==> src/rtl/pattern_gen_pkg.sv <==
// Shared types for the pattern_gen waveform generator: channel state, table entry
// layout and index-width helpers.
package pattern_gen_pkg;

  typedef enum logic {
    ST_IDLE = 1'b0,
    ST_RUN  = 1'b1
  } state_e;

  // Stored duration width; the top's DUR_W port width should match it.
  localparam int PG_DUR_W = 8;
  localparam int REP_W    = 8;

  typedef struct packed {
    logic                level;
    logic [PG_DUR_W-1:0] dur;
    logic                last;
  } seg_t;

  // Index width that stays >= 1 even for a single entry.
  function automatic int idx_w(input int n);
    return (n > 1) ? $clog2(n) : 1;
  endfunction

  // A programmed duration of 0 plays for one cycle.
  function automatic logic [PG_DUR_W-1:0] dur_len(input logic [PG_DUR_W-1:0] d);
    return (d == '0) ? PG_DUR_W'(1) : d;
  endfunction

endpackage

==> src/rtl/pattern_gen_ch.sv <==
// One pattern_gen channel: IDLE/RUN FSM, duration counter and segment index.
// With PATTERN_GEN_REPEAT_CNT_EN it also counts passes and stops after rep of them.
module pattern_gen_ch
  import pattern_gen_pkg::*;
#(
  parameter int SEG_DEPTH = 4
) (
  input  logic                   clk,
  input  logic                   rst_n,
  input  logic                   start,
  input  logic                   stop,
  input  seg_t [SEG_DEPTH-1:0]   tbl,
`ifdef PATTERN_GEN_REPEAT_CNT_EN
  input  logic [REP_W-1:0]       rep,
  output logic                   done,
`endif
  output logic                   wave,
  output logic                   busy,
  output logic                   wrap_pulse
);

  localparam int SEG_W = idx_w(SEG_DEPTH);
  localparam logic [SEG_W-1:0] SEG_MAX = SEG_W'(SEG_DEPTH - 1);

  state_e              state;
  logic [SEG_W-1:0]    seg;
  logic [PG_DUR_W-1:0] cnt;
  logic                cur_last;
  logic                wrap_now;
  logic                final_pass;
  logic [SEG_W-1:0]    nxt_seg;
  seg_t                nxt;

  // The last flag is latched at load so rewriting the playing entry has no effect.
  always_comb begin
    wrap_now = cur_last || (seg == SEG_MAX);
    nxt_seg  = wrap_now ? '0 : seg + SEG_W'(1);
    nxt      = tbl[nxt_seg];
  end

`ifdef PATTERN_GEN_REPEAT_CNT_EN
  logic [REP_W-1:0] pass;
  assign final_pass = (rep != '0) && (pass == rep - REP_W'(1));
`else
  assign final_pass = 1'b0;
`endif

  always_ff @(posedge clk or negedge rst_n) begin
    if (!rst_n) begin
      state      <= ST_IDLE;
      seg        <= '0;
      cnt        <= '0;
      cur_last   <= 1'b0;
      wave       <= 1'b0;
      busy       <= 1'b0;
      wrap_pulse <= 1'b0;
`ifdef PATTERN_GEN_REPEAT_CNT_EN
      pass       <= '0;
      done       <= 1'b0;
`endif
    end else begin
      wrap_pulse <= 1'b0;
`ifdef PATTERN_GEN_REPEAT_CNT_EN
      done       <= 1'b0;
`endif
      if (stop) begin
        state <= ST_IDLE;
        wave  <= 1'b0;
        busy  <= 1'b0;
      end else if (start) begin
        state    <= ST_RUN;
        busy     <= 1'b1;
        seg      <= '0;
        cnt      <= dur_len(tbl[0].dur);
        wave     <= tbl[0].level;
        cur_last <= tbl[0].last;
`ifdef PATTERN_GEN_REPEAT_CNT_EN
        pass     <= '0;
`endif
      end else if (state == ST_RUN) begin
        if (cnt > PG_DUR_W'(1)) begin
          cnt <= cnt - PG_DUR_W'(1);
        end else if (wrap_now && final_pass) begin
          state <= ST_IDLE;
          wave  <= 1'b0;
          busy  <= 1'b0;
`ifdef PATTERN_GEN_REPEAT_CNT_EN
          done  <= 1'b1;
`endif
        end else begin
          seg        <= nxt_seg;
          cnt        <= dur_len(nxt.dur);
          wave       <= nxt.level;
          cur_last   <= nxt.last;
          wrap_pulse <= wrap_now;
`ifdef PATTERN_GEN_REPEAT_CNT_EN
          if (wrap_now) pass <= pass + REP_W'(1);
`endif
        end
      end
    end
  end

endmodule

==> src/rtl/pattern_gen.sv <==
// Multi-channel periodic waveform generator: config table plus CH_NUM channel engines.
// Optional per-channel repeat count under PATTERN_GEN_REPEAT_CNT_EN.
module pattern_gen
  import pattern_gen_pkg::*;
#(
  parameter int CH_NUM    = 4,
  parameter int SEG_DEPTH = 4,
  parameter int DUR_W     = PG_DUR_W
) (
  input  logic                          clk,
  input  logic                          rst_n,
  input  logic                          cfg_we,
  input  logic [idx_w(CH_NUM)-1:0]      cfg_ch,
  input  logic [idx_w(SEG_DEPTH)-1:0]   cfg_seg,
  input  logic                          cfg_level,
  input  logic [DUR_W-1:0]              cfg_dur,
  input  logic                          cfg_last,
  input  logic [CH_NUM-1:0]             start,
  input  logic [CH_NUM-1:0]             stop,
  output logic [CH_NUM-1:0]             wave_out,
  output logic [CH_NUM-1:0]             busy,
  output logic [CH_NUM-1:0]             wrap_pulse
`ifdef PATTERN_GEN_REPEAT_CNT_EN
  ,
  input  logic                          cfg_rep_we,
  input  logic [REP_W-1:0]              cfg_rep,
  output logic [CH_NUM-1:0]             done
`endif
);

  localparam int CH_W = idx_w(CH_NUM);

  seg_t [CH_NUM-1:0][SEG_DEPTH-1:0] tbl;
  logic                             cfg_ok;

  assign cfg_ok = ({1'b0, cfg_ch} < (CH_W + 1)'(CH_NUM));

  always_ff @(posedge clk or negedge rst_n) begin
    if (!rst_n) begin
      tbl <= '0;
    end else if (cfg_we && cfg_ok) begin
      tbl[cfg_ch][cfg_seg] <= '{level: cfg_level, dur: PG_DUR_W'(cfg_dur), last: cfg_last};
    end
  end

`ifdef PATTERN_GEN_REPEAT_CNT_EN
  logic [CH_NUM-1:0][REP_W-1:0] rep_cnt;

  always_ff @(posedge clk or negedge rst_n) begin
    if (!rst_n) begin
      rep_cnt <= '0;
    end else if (cfg_rep_we && cfg_ok) begin
      rep_cnt[cfg_ch] <= cfg_rep;
    end
  end
`endif

  for (genvar i = 0; i < CH_NUM; i++) begin : g_ch
    pattern_gen_ch #(
      .SEG_DEPTH (SEG_DEPTH)
    ) u_ch (
      .clk        (clk),
      .rst_n      (rst_n),
      .start      (start[i]),
      .stop       (stop[i]),
      .tbl        (tbl[i]),
`ifdef PATTERN_GEN_REPEAT_CNT_EN
      .rep        (rep_cnt[i]),
      .done       (done[i]),
`endif
      .wave       (wave_out[i]),
      .busy       (busy[i]),
      .wrap_pulse (wrap_pulse[i])
    );
  end

endmodule
==> config.mk <==
export PLATFORM = sky130hd
export DESIGN_NAME = pattern_gen
export DESIGN_NICKNAME = d
export VERILOG_FILES = /design/src/rtl/pattern_gen_pkg.sv /design/src/rtl/pattern_gen_ch.sv /design/src/rtl/pattern_gen.sv
export SDC_FILE = /design/constraint.sdc
export NUM_CORES = 1
export LEC_CHECK = 0
export BUFFER_PORTS_ARGS = -buffer_cell sky130_fd_sc_hd__buf_2
export CAP_MARGIN = 20
export CELL_PAD_IN_SITES_DETAIL_PLACEMENT = 0
export CELL_PAD_IN_SITES_GLOBAL_PLACEMENT = 1
export CORE_MARGIN = 1
export CORE_UTILIZATION = 54
export DETAILED_ROUTE_END_ITERATION = 7
export HOLD_SLACK_MARGIN = 0.12
export PLACE_DENSITY = 0.85
export SLEW_MARGIN = 20
export SYNTH_ARGS = -nofsm -noshare
export SYNTH_HDL_FRONTEND = slang
export SYNTH_SLANG_ARGS = --single-unit
==> constraint.sdc <==
create_clock -name clk -period 5.3 [get_ports clk]
set_input_delay 0.265 -clock clk [delete_from_list [all_inputs] [get_ports clk]]
set_output_delay 0.265 -clock clk [all_outputs]
set_load 0.01 [all_outputs]
Word-level counts from Yosys, hierarchy flattened. Cells that the tools add are included.

Register bits after elaboration: 220. Input port bits: 25. Output and inout port bits: 12. Word-level logic and storage cells: 263.

Add/sub/neg operators: 8. Order comparisons: 12. Eq/ne operators: 12. Mux-type cells: 113. Bitwise logic cells: 4. Reductions and logical operators: 38.

Operator list (count): $bwmux 160 (1); $mux 8 (20); $bmux 10 s2 (4); $demux 40 s2 (1); $logic_not 8->1 (8); $mux 1 (64); $mux 10 (5); $mux 40 (1); $gt 8x1->1 const B (4); $mux 2 (16); $sub 8x1->8 const B (4); $demux 10 s2 (1); $lt 2x3->1 const B (6); $reduce_and 2->1 (8); $reduce_bool 2->1 (8); $ne 3x3->1 const B (4); $reduce_and 3->1 (4); $reduce_bool 3->1 (4); $add 2x1->2 const B (4); $eq 2x2->1 const B (4); $ne 2x2->1 const B (4); $ge 2x1->1 const B (2); $logic_or 1x1->1 (4); $not 1->1 (4); $logic_and 1x1->1 (2).

Depth between registers and ports, before layout. Gate-level depths: netlist (run 1).

Depth after elaboration: 10. Mapped depth: 9. Gate-level depth less buffers: 7.

By module. From an unflattened synthesis (run 1), not the netlist that was laid out.

Cells, all modules: 1068. Area, all modules: 12060.3 sq um.

By module, submodules not included: pattern_gen (times used 1, cells an instance 362, area an instance 6259.8 sq um, sequential area each 4003.8 sq um); pattern_gen_ch (g_ch[0].u_ch ...) (times used 2, cells an instance 171, area an instance 1461.4 sq um, sequential area each 375.4 sq um); pattern_gen_ch (g_ch[2].u_ch ...) (times used 2, cells an instance 182, area an instance 1438.9 sq um, sequential area each 375.4 sq um).

Least setup slack after synthesis (run 1). Ideal clock, no wire load.

Path type: reg-to-reg. Start point: reg g_ch[0].u_ch.seg[0]. End point: reg g_ch[0].u_ch.cnt[0]. Library setup time: 87 ps. Arrival time: 2217 ps. Required time: 5213 ps. Setup slack: 2996 ps. Stages on the path, launching flop included: 8. Buffers on the path: 1. Clock period less this slack: 2304 ps. Path through: dfrtp_1 > ha_1 > buf_2 > or3b_2 > o22ai_1 > o2bb2ai_1 > or4_1 > a22oi_1.

Word-level cells in the longest chain between the ends: 10. Elaborated cells between the ends (all ways): 11. Those cells by class: 1 x add/sub; 1 x eq/ne; 7 x mux; 2 x reduce/logical.

Ends and longest elaborated chain: start: declaration (RTL line pattern_gen_ch.sv:26) `logic [SEG_W-1:0] seg;`; start signal: assignment (RTL line pattern_gen_ch.sv:91) `seg <= nxt_seg;`; branches (longest 2 deep; another with $add 2x1->2); $mux 2 * (RTL line pattern_gen_ch.sv:37) `nxt_seg = wrap_now ? '0 : seg + SEG_W'(1);`; $bmux 10 s2 * (RTL line pattern_gen_ch.sv:38) `nxt = tbl[nxt_seg];`; $mux 10 (implied by the code) * (RTL line pattern_gen_ch.sv:38); $logic_not 8->1 (RTL line pattern_gen_pkg.sv:27) `return (d == '0) ? PG_DUR_W'(1) : d;`; $mux 8 * (RTL line pattern_gen_pkg.sv:27); $mux 8 * (RTL line pattern_gen_ch.sv:81) `if (cnt > PG_DUR_W'(1)) begin`; $mux 8 * (RTL line pattern_gen_ch.sv:80) `end else if (state == ST_RUN) begin`; $mux 8 * (RTL line pattern_gen_ch.sv:70) `end else if (start) begin`; end signal: assignment (RTL line pattern_gen_ch.sv:74) `cnt <= dur_len(tbl[0].dur);`; end signal: assignment (RTL line pattern_gen_ch.sv:82) `cnt <= cnt - PG_DUR_W'(1);`; end signal: assignment (RTL line pattern_gen_ch.sv:92) `cnt <= dur_len(nxt.dur);`; end: declaration (RTL line pattern_gen_ch.sv:27) `logic [PG_DUR_W-1:0] cnt;`.

Mark *: on every way between the ends. The select of a mux whose other input is x is not followed. A chain may end at the register's enable or synchronous reset.

Worst setup path after layout (run 1). Ends and elaborated chain as after synthesis.

==> run summary, run 1 <==
VDD IR-drop max: 0.2498 mV
CTS Hold Buffers Added: 6
Post CTS Setup Buffer Count: 0
Yosys cell types: 74
initial core utilization: 0.5521
fin cells: 1370
clk sinks: 220
IO Port Bufs: 36
dpl cells: 1320
# diodes: 0
Seq cells post-synth: 220
ys flop type: dfrtp_1
PostCTS Resize Cnt: 0
Final Hold Viols: 0
Die ar.: 22150 um^2
final wirelength: 26640 um
post-route ant nets: 0
commonest non-fill, non-tap cell in the layout: dfrtp_1
Max Slew Vio Count: 0
top cell family by delay on the critical path: simple AND/OR/NAND/NOR gates
detailed router's first-iteration violation count: 416
FFs w/ async S/R, synth: 1.000
CTS Buf Count: 25
Bufs on Longest Clock Path: 3
WP data arrival: 3.54 ns
GPL Wtd Cong: 0.8710
Rel. slew slack: 0.3319
Synth area leaders: dfrtp_1 (47%), mux2_2 (17%), mux2i_1 (3.1%), nor2_1 (2.7%), nand2_1 (2.1%)
min cycle time layout: 3.112 ns
Final Cycle Share: 0.5872
CP bufs+invs: 0
row cnt: 53
clk root buf: clkbuf_16
vias after detailed routing: 8408
nature of the critical path endpoint: flip-flop
max_cap viols: 0
Syn-to-layout area delta: 9.920%
Avg Vias per Cell: 6.137
worst slew pin tran: 1.000 ns
Post-Place Setup Slack: 2.273 ns
GRT Total Usage: 0.2481
leakage power: 5.428 nW
drt pass-1 iters: 5
Post-synth EDFFs: 0
worst endpoint required time: 5.72 ns
post-synth top area cell: dfrtp_1
initial antenna violation count: 1
Max Fclk: 321.3 MHz
post-synthesis cell area: 11640 um^2
pin count of the biggest net entering global routing: 123
CP max FO: 26
ratio of cells with drive above 1 in the final layout: 0.2475
clk slew on worst S/H paths: 0.06 ns
# IOs: 37
Post-Syn Area per Cell: 10.82 um^2
CP Launch Type: flip-flop
Setup TNS: 0 ns
CP Cell Sequence: ha_1 > or3b_2 > o22ai_1 > o2bb2ai_1 > or4_1 > a22oi_1
core area: 21090 um^2
commonest cells after routing, fill and taps aside: dfrtp_1 (220), mux2_2 (175), nor2_1 (85), nand2_1 (64), a21oi_1 (45)
# nets final: 1115
final hold slack: 0.1583 ns
worst-skew pair later-pin latency: 0.52 ns
number of H-tree levels: 1
Die X: 148.8 um
Synth warnings: 0
Post-Route Skew: 0.01819 ns
via count of the first global-routing pass: 8216
Congestion Overflow GR: 0
dpl hpwl: 17780 um
CTS tree: yes
delay of the slowest cell on the worst path: 0.94 ns
setup ws final: 2.188 ns
post-synth net total: 1113
post-synthesis sequential area ratio: 0.4729
first-pass GRT wire length: 44090 um
Hold Path Class: in -> reg
share of the synthesized area in the top cell type: 0.4729
Power Total: 0.005858 W
number of remaining DRC errors: 0
CP Class: reg -> reg
Setup violations, final: 0
wire per inst: 19.45 um
overall die height: 148.8 um
RSZ-0062 raised after global routing: no
Post-Syn Instances: 1076
status: finished, final reports clean
pwr dens: 457.7 nW/um^2
CP max stage cell: dfrtp_1
cells in the mapped netlist, drive strengths merged (10+ instances only):
cell type  count
nor4          24
or3           10
dfrtp        220
inv           26
o21ai         35
a21oi         46
nand3         15
buf           21
or4           15
nor3          37
o22ai         14
nand2b        16
ha            12
mux2         175
clkbuf        51
a211oi        12
o31ai         10
mux2i         36
nor2          85
a22o          16
nand2         64
routing by layer:
layer,track usage,up-vias,wire length (um)
met5,0,-,13
met4,0.05357,2,497
met3,0.03547,36,1204
met2,0.3879,190,12220
met1,0.3673,4197,12710
li1,-,3983,-
state kept, by name (all words and copies together) (netlist names):
name	count
g_ch.u_ch.cnt	32
tbl	160
g_ch.u_ch.wave	4
g_ch.u_ch.wrap_pulse	4
g_ch.u_ch.state	4
g_ch.u_ch.busy	4
g_ch.u_ch.seg	8
g_ch.u_ch.cur_last	4
power breakdown:
group / internal, W / leakage, nW / switching (W)
logic: 0.000819 / 2.30 / 0.000824
registers: 0.00207 / 2.72 / 0.000419
clock network: 0.00106 / 0.408 / 0.000668
total: 0.00395 / 5.43 / 0.00191
cell families (layout without fill, tap and decap cells):
logic type                 after synthesis  after routing  synth area share
AOI/OAI and AO/OA                      207            207            0.1214
xor gates and xnor gates                12             12          0.009027
adders and majority gates               12             12           0.01290
buffers and inverters                  100            119           0.03686
DFF                                    220            220            0.4729
muxes                                  215            215            0.2080
and+or+nand+nor                        310            310            0.1390
final timing paths:
| path | start | end | cells past startpoint | slack [ns] |
|---|---|---|---|---|
| max | g_ch[0].u_ch.seg[0] | g_ch[0].u_ch.cnt[0] | 6 | 2.19 |
| max reg2reg | g_ch[0].u_ch.seg[0] | g_ch[0].u_ch.cnt[0] | 6 | 2.19 |
| max in group asynchronous | rst_n | tbl[113] | 3 | 3.86 |
| min | start[2] | g_ch[2].u_ch.busy | 3 | 0.16 |
| min reg2reg | g_ch[0].u_ch.busy | g_ch[0].u_ch.busy | 2 | 0.49 |
| min in group asynchronous | rst_n | g_ch[0].u_ch.cnt[7] | 2 | 0.36 |
metrics by stage:
step	util	instance area (um^2)
after floorplan	-	11640
after global placement	0.5644	11900
after CTS	0.6066	12790
after detailed placement	0.5644	11900
after global routing	0.6069	12800
final	0.6069	12800
final cells by class:
type | count | area, um^2
clock buffer | 37 | 740.7
clock inverter | 7 | 87.58
fill | 1766 | 8290
inverter | 28 | 105.1
multi-input combinational | 756 | 5714
sequential | 220 | 5505
tap | 275 | 344.1
timing repair buffer | 47 | 300.3
tightest hold or removal path: cells and delay by family:
kind / cells / cell delay [ns]
buf+inv: 1 / 0.20
simple gates: 2 / 0.17
Power figures use the tool's default switching activity.
==> run 2: changes to the inputs <==
--- a/config.mk
+++ b/config.mk
@@ -10,10 +10,10 @@
 export CELL_PAD_IN_SITES_DETAIL_PLACEMENT = 0
 export CELL_PAD_IN_SITES_GLOBAL_PLACEMENT = 1
 export CORE_MARGIN = 1
-export CORE_UTILIZATION = 54
+export CORE_UTILIZATION = 46
 export DETAILED_ROUTE_END_ITERATION = 7
 export HOLD_SLACK_MARGIN = 0.12
-export PLACE_DENSITY = 0.85
+export PLACE_DENSITY = 0.77
 export SLEW_MARGIN = 20
 export SYNTH_ARGS = -nofsm -noshare
 export SYNTH_HDL_FRONTEND = slang
==> constraint.sdc (replaced) <==
create_clock -name clk -period 2.8 [get_ports clk]
set_input_delay 0.14 -clock clk [delete_from_list [all_inputs] [get_ports clk]]
set_output_delay 0.14 -clock clk [all_outputs]
set_load 0.01 [all_outputs]
==> run 2 against run 1 <==
  * Flip-flop and latch count is the same
  * Core utilization is 7.2 points lower
  * Clock skew increased by 0.0094 ns
  * Power increased by 92%
  * Worst hold slack got worse by 0.0032 ns
  * Count of clock-buffer cells in the layout shrank 3
  * Non-clock buffer count is 40 higher
  * Via count rose by 2.0%
  * Largest power group unchanged
  * Fmax rose by 26%
  * Global-route usage fell by 2.7 points
  * Register-to-register slack got worse by 1.9 ns
==> run summary, run 2 (synthesis results as in run 1) <==
Max Slew Vio Count: 0
worst-skew pair later-pin latency: 0.53 ns
VDD IR-drop max: 0.6088 mV
PostCTS Resize Cnt: 0
post-route ant nets: 0
ratio of cells with drive above 1 in the final layout: 0.2672
clk root buf: clkbuf_16
IO Port Bufs: 36
# diodes: 0
wire per inst: 19.03 um
detailed router's first-iteration violation count: 539
Die ar.: 25950 um^2
via count of the first global-routing pass: 8466
Setup TNS: 0 ns
Final Hold Viols: 0
largest reg by FF count: tbl
Rel. slew slack: 0.3855
max_cap viols: 0
GPL Wtd Cong: 0.8670
clk sinks: 220
number of H-tree levels: 1
Hold Path Class: in -> reg
Post-Route Skew: 0.02758 ns
CTS tree: yes
initial antenna violation count: 0
GRT Total Usage: 0.2212
dpl hpwl: 18930 um
worst endpoint required time: 3.24 ns
WP data arrival: 2.92 ns
Syn-to-layout area delta: 13.05%
Layout Utilization: 0.5349
pin count of the biggest net entering global routing: 80
row cnt: 57
Max Fclk: 403.7 MHz
Power Total: 0.01123 W
Fillers: 2237
biggest regs: tbl x160, g_ch.u_ch.cnt x32, g_ch.u_ch.seg x8
vias after detailed routing: 8579
Avg Vias per Cell: 5.884
first-pass GRT wire length: 46720 um
Congestion Overflow GR: 0
max FFs per register: 160
Final Cycle Share: 0.8847
drt pass-1 iters: 5
setup ws final: 0.3228 ns
pwr dens: 853.3 nW/um^2
RSZ-0062 raised after global routing: no
Die X: 161.1 um
commonest cells after routing, fill and taps aside: dfrtp_1 (220), mux2_2 (175), nor2_1 (85), nand2_1 (64), a21oi_1 (45)
Post-Place Setup Slack: 0.3457 ns
CTS Buf Count: 24
status: finished, final reports clean
nature of the critical path endpoint: flip-flop
initial core utilization: 0.4732
commonest non-fill, non-tap cell in the layout: dfrtp_1
Bufs on Longest Clock Path: 3
Hold Path Stages: 2
overall die height: 161.1 um
final wirelength: 27750 um
core area: 24600 um^2
number of remaining DRC errors: 0
leakage power: 5.628 nW
# IOs: 37
Setup violations, final: 0
clk slew on worst S/H paths: 0.06 ns
worst slew pin tran: 0.9184 ns
worst r2r path cells: 6
CP Launch Type: flip-flop
CP Class: reg -> reg
CP max FO: 8
min cycle time layout: 2.477 ns
# nets final: 1154
==> run 2: worst max-delay path: stages, from the launching register on <==
cell	delay, ns
dfrtp_1	0.47
ha_1	0.38
nor3b_2	0.48
mux2i_1	0.17
a22o_1	0.25
or4b_1	0.48
a22oi_1	0.17
==> run 2: final timing paths <==
| check | from | endpoint | slack, ns |
|---|---|---|---|
| hold reg to reg | g_ch[0].u_ch.busy | g_ch[0].u_ch.busy | 0.49 |
| hold / removal | cfg_last | tbl[80] | 0.16 |
| min in group asynchronous | rst_n | g_ch[2].u_ch.cnt[4] | 0.17 |
| max in group asynchronous | rst_n | g_ch[0].u_ch.cnt[7] | 1.73 |
| setup reg to reg | g_ch[2].u_ch.seg[0] | g_ch[2].u_ch.cnt[0] | 0.32 |
| setup / recovery | g_ch[2].u_ch.seg[0] | g_ch[2].u_ch.cnt[0] | 0.32 |
==> run 2: cell type report <==
cell class	count	area, um^2	area share
Clock buffer	34	699.4	0.05314
Clock inverter	9	120.1	0.009126
Inverter	28	105.1	0.007986
Multi-Input combinational cell	756	5708	0.4337
Sequential cell	220	5505	0.4183
Tap cell	324	405.4	0.03080
Timing Repair Buffer	87	618.1	0.04696
==> run 2: metrics by stage <==
step | area [um^2] | cells | hold slack, ns
global route | 13160 | 1458 | 0.1778
detailed placement | 12210 | 1402 | 0.1694
global placement | 12210 | 1402 | 0.1606
floorplan | 11640 | 1076 | -0.1556
CTS | 13160 | 1458 | 0.1275
finish | 13160 | 1458 | 0.1552
==> run 2: metal layers <==
layer  up-vias  part of all wire  GRT usage
met5         -                 0          0
met4         0             0.017    0.04460
met3        40             0.035    0.02696
met2       165              0.45     0.3472
met1      4318              0.50     0.3292
li1       4056                 -          -
==> run 2: timing repair <==
action,in CTS,in global routing
endpoints found under the hold margin,136,0
hold buffers,13,0
setup buffers,0,0
==> run 2: where the power goes <==
part | internal, W | switching (W)
Clock | 0.00201 | 0.00126
Combinational | 0.00166 | 0.00166
Sequential | 0.00392 | 0.000724
Total | 0.00759 | 0.00365
